--- src/rtl/forward_hazard_unit.sv ---
// forward_hazard_unit: tracks the destination registers of instructions that
// have already left ID. For each source operand of the ID instruction it
// chooses a forwarding stage, and it stalls ID when the value that operand
// needs is a load result that cannot be forwarded yet.
module forward_hazard_unit #(
  parameter int REG_AW   = 5,
  parameter int NSRC     = 2,
  parameter int DEPTH    = 3,
  parameter int LOAD_LAT = 1,
  localparam int SELW    = $clog2(DEPTH + 1)
) (
  input  logic                   clk,
  input  logic                   rst,
  input  logic                   id_valid,
  input  logic [NSRC*REG_AW-1:0] id_src,
  input  logic [NSRC-1:0]        id_src_used,
  input  logic [REG_AW-1:0]      id_rd,
  input  logic                   id_regwrite,
  input  logic                   id_memread,
  input  logic                   flush,
  output logic                   stall,
  output logic [NSRC*SELW-1:0]   fwd_sel,
  output logic                   ex_valid,
  output logic [31:0]            stall_cnt
);

  // Tracker entry j describes the instruction in stage j (1 = EX).
  logic [DEPTH:1]    trk_valid;
  logic [DEPTH:1]    trk_regwrite;
  logic [DEPTH:1]    trk_memread;
  logic [REG_AW-1:0] trk_rd [1:DEPTH];

  logic [NSRC-1:0]      match_hit;
  logic [NSRC-1:0]      match_rdy;
  logic [NSRC*SELW-1:0] fwd_next;
  logic                 advance;

  // For each operand, find the youngest producer and decide whether it can
  // forward. Stage DEPTH is excluded: the register file covers it through
  // write-before-read.
  always_comb begin
    match_hit = '0;
    match_rdy = '0;
    fwd_next  = '0;
    for (int i = 0; i < NSRC; i++) begin
      for (int j = 1; j < DEPTH; j++) begin
        if (!match_hit[i] && id_src_used[i] && trk_valid[j] && trk_regwrite[j] &&
            (trk_rd[j] == id_src[i*REG_AW +: REG_AW]) && (trk_rd[j] != '0)) begin
          match_hit[i] = 1'b1;
          match_rdy[i] = !trk_memread[j] || (j >= 1 + LOAD_LAT);
          // Next cycle the producer has moved one stage further down.
          if (match_rdy[i]) begin
            fwd_next[i*SELW +: SELW] = SELW'(j + 1);
          end
        end
      end
    end
  end

  // A hazard counts only for a real instruction that is not being killed.
  always_comb begin
    stall   = id_valid && !flush && |(match_hit & ~match_rdy);
    advance = id_valid && !stall && !flush;
  end

  // Valid bits: shift every cycle. A flush kills the EX instruction as it
  // moves into MEM. A stalled or flushed ID leaves a bubble in EX.
  always_ff @(posedge clk) begin
    if (rst) begin
      trk_valid <= '0;
    end else begin
      for (int j = DEPTH; j >= 2; j--) begin
        trk_valid[j] <= trk_valid[j-1];
      end
      if (flush) begin
        trk_valid[2] <= 1'b0;
      end
      trk_valid[1] <= advance;
    end
  end

  // Payload fields follow the valid bits; they are ignored while valid is 0,
  // so they need no reset.
  always_ff @(posedge clk) begin
    for (int j = DEPTH; j >= 2; j--) begin
      trk_regwrite[j] <= trk_regwrite[j-1];
      trk_memread[j]  <= trk_memread[j-1];
      trk_rd[j]       <= trk_rd[j-1];
    end
    trk_regwrite[1] <= id_regwrite;
    trk_memread[1]  <= id_memread;
    trk_rd[1]       <= id_rd;
  end

  // Registered EX-side controls: the operand source select and the valid flag.
  always_ff @(posedge clk) begin
    if (rst) begin
      fwd_sel  <= '0;
      ex_valid <= 1'b0;
    end else begin
      ex_valid <= advance;
      if (stall || flush) begin
        fwd_sel <= '0;
      end else begin
        fwd_sel <= fwd_next;
      end
    end
  end

  // Stall-cycle counter that saturates at its maximum value.
  always_ff @(posedge clk) begin
    if (rst) begin
      stall_cnt <= '0;
    end else if (stall && (stall_cnt != 32'hFFFF_FFFF)) begin
      stall_cnt <= stall_cnt + 32'd1;
    end
  end

endmodule
--- config.mk ---
export PLATFORM = sky130hd
export DESIGN_NAME = forward_hazard_unit
export DESIGN_NICKNAME = d
export VERILOG_FILES = /design/src/rtl/forward_hazard_unit.sv
export SDC_FILE = /design/constraint.sdc
export NUM_CORES = 1
export LEC_CHECK = 0
export CAP_MARGIN = 20
export CORE_ASPECT_RATIO = 1.75
export CORE_MARGIN = 1
export CORE_UTILIZATION = 53
export DETAILED_ROUTE_END_ITERATION = 12
export HOLD_SLACK_MARGIN = 0.08
export PLACE_DENSITY = 0.85
export SYNTH_ARGS = -nofsm -noshare
export SYNTH_HDL_FRONTEND = slang
export SYNTH_SLANG_ARGS = --single-unit
export TNS_END_PERCENT = 30
--- constraint.sdc ---
create_clock -name clk -period 4.6 [get_ports clk]
set_input_delay 0.46 -clock clk [delete_from_list [all_inputs] [get_ports clk]]
set_output_delay 0.46 -clock clk [all_outputs]
set_load 0.02 [all_outputs]
==> results.json <==
{
  "hpwl_um": 4340,
  "power_w": 0.000815,
  "vias_per_cell": 6.09,
  "cts_resized": 0,
  "antenna_left": 0,
  "final_area_um2": 3210,
  "max_slew_margin": 0.494,
  "power.density_nw_per_um2": 254,
  "max_freq_ghz": 0.280,
  "startpoint_type": "primary input",
  "drt-total-wl_um": 5910,
  "synth_top_area_cell": "dfxtp_1",
  "fin_tns_setup_ns": 0,
  "criticalPathCategory": "primary input to output pin",
  "setup_viol": 0,
  "cts_sinks": 51,
  "detail_route.iter0.violations": 66,
  "syn_area_per_cell_um2": 8.62,
  "antenna_found_initial": 0,
  "grt_pass1_wl_um": 9220,
  "syn_nets": 309,
  "async_flop_share": 0,
  "ys_warn_count": 0,
  "slew_viol_final": 0,
  "leakage_nw": 1.01,
  "hold_path_depth": 0,
  "gp_congestion": 0.778,
  "hold_violations": 0,
  "ys_seq_area_frac": 0.416,
  "cts_buffers": 5,
  "peakVddDrop_mv": 0.282,
  "setup_ws_ns": 1.03,
  "die_x_um": 53.5,
  "dr.pass1.iters": 4,
  "nFillCells": 360,
  "drc_errors": 0,
  "die_area_um2": 4920,
  "areaGrowthSynthToFinish_pct": 30.6,
  "hold_path.class": "register to register",
  "synth_top_area_frac": 0.416,
  "clockBufferDepth": 2,
  "htreeDepth": 2,
  "wire_per_inst_um": 15.0,
  "cts_setup_buffers": 0,
  "synth-edff-count": 0,
  "num_vias": 2406,
  "ys_types": 37,
  "clkSlewWorstSetupHoldPaths_ns": 0.09,
  "ys_seq_elements": 51,
  "worst_pin_slew_ns": 0.759,
  "cts_root_buf": "clkbuf_8",
  "synth_ff_type": "dfxtp_1",
  "r2r_cells": 7,
  "start_util": 0.553,
  "syn_inst": 285,
  "yosysMostFrequentCell": "dfxtp_1",
  "fin_crit_sh": 0.776,
  "grt_pass1_vias": 2175,
  "cts_hold_buffers": 0,
  "synth.area.top_cells": "dfxtp_1 42%, xor2_1 5.7%, or4_1 5.2%",
  "io_pins": 61,
  "grt_overflow_total": 0,
  "grt_max_degree": 55,
  "pre_cts_ws_ns": 1.05,
  "status": "complete, no violations",
  "synth_area_um2": 2460,
  "antennaDiodeCount": 0,
  "dieHeight_um": 92.1,
  "cts_tree": "yes",
  "drv_cap": 0,
  "period_minus_slack_ns": 3.57,
  "portBuffers": 60,
  "worst-endpoint-arrival_ns": 3.11,
  "synth_common_cells": "51 x dfxtp_1, 25 x a21oi_1, 20 x nand2_1",
  "finish.net_count": 367,
  "cp-end-kind": "output pin",
  "dpl_cell_area_um2": 3080,
  "rsz0062_at_grt": "false",
  "row_count": 32,
  "clock_skew_ns": 0.00428,
  "clk_latency_ns": 0.30,
  "worstPathRequired_ns": 4.14,
  "grtUsageTotal": 0.251,
  "path_max_fanout": 54,
  "drive_gt1_frac": 0.0610,
  "design.core.area_um2": 4440
}
critical path, stage by stage:
cell,delay [ns]
clkdlybuf4s50_1,0.45
xor2_1,0.18
nor4_1,0.36
nand3_1,0.19
a211o_1,0.33
buf_4,0.27
inv_1,0.21
clkdlybuf4s50_1,0.64
worst paths after layout:
path | start | slack (ns) | endpoint
setup / recovery | id_src[1] | 1.03 | stall
hold / removal | trk_regwrite[1] | 0.37 | trk_regwrite[2]
setup reg to reg | trk_rd[1][1] | 2.06 | stall_cnt[16]
hold reg to reg | trk_regwrite[1] | 0.37 | trk_regwrite[2]
sequential cells by signal, indices dropped and copies added, names as in the netlist:
signal	cells
trk_memread	1
fwd_sel	4
trk_rd	10
stall_cnt	32
trk_regwrite	2
trk_valid	2
area by class of cell:
type / instances / area, µm² / share of cell area
well taps: 51 / 63.8 / 0.0199
clock buffers: 5 / 68.8 / 0.0215
flip-flops and latches: 51 / 1020 / 0.318
inverters: 7 / 26.3 / 0.00819
repair buffers: 63 / 631 / 0.197
clock inverters: 3 / 43.8 / 0.0137
multi-input cells: 215 / 1350 / 0.422
report_power, final:
| group | switching [W] | leakage (nW) | internal [W] |
|---|---|---|---|
| clock | 0.000148 | 0.0581 | 0.000162 |
| combinational | 0.0000211 | 0.538 | 0.0000294 |
| sequential | 0.00000738 | 0.416 | 0.000448 |
| total | 0.000176 | 1.01 | 0.000639 |
layout by cell type (no fill, tap or decap), types with 2 or more instances in the layout:
cell type,synthesis,routed
a21oi_1,25,25
and2_1,2,2
and3_1,4,4
and4_1,2,2
buf_4,0,2
clkbuf_8,0,5
clkdlybuf4s50_1,0,60
dfxtp_1,51,51
inv_1,7,7
mux2_2,8,8
nand2_1,20,20
nand3_1,19,19
nand3b_1,3,3
nand4_1,6,6
nor2_1,18,18
nor2b_1,8,8
nor3_1,8,8
nor4_1,10,10
o211ai_1,2,2
o21ai_0,8,8
o31ai_1,14,14
or3_1,10,10
or4_1,17,17
xnor2_1,4,4
xor2_1,16,16
metal layers:
layer | global-route usage | routed length (µm) | vias to the layer above
met5 | 0 | 0 | -
met4 | 0.121 | 179 | 0
met3 | 0.0481 | 349 | 12
met2 | 0.474 | 3250 | 72
met1 | 0.237 | 2130 | 1150
li1 | - | - | 1172
stage by stage:
stage          instances  hold slack, ns   util
6_report             395           0.365  0.722
3_3_place_gp         386           0.346  0.693
5_1_grt              395           0.376  0.722
3_5_place_dp         386           0.341  0.693
4_1_cts              394           0.359  0.718
2_1_floorplan        285           0.331      -
cells by family (layout without fill, tap and decap cells):
kind of cell,Yosys count,after routing,share of synthesized area
adders and majority gates,1,1,0.00509
DFF,51,51,0.416
xor gates and xnor gates,20,20,0.0713
buffers and inverters,19,78,0.0336
muxes,8,8,0.0367
and+or+nand+nor,132,132,0.304
AOI/OAI and AO/OA,54,54,0.134
No activity file was read; power rests on OpenSTA's default activity.
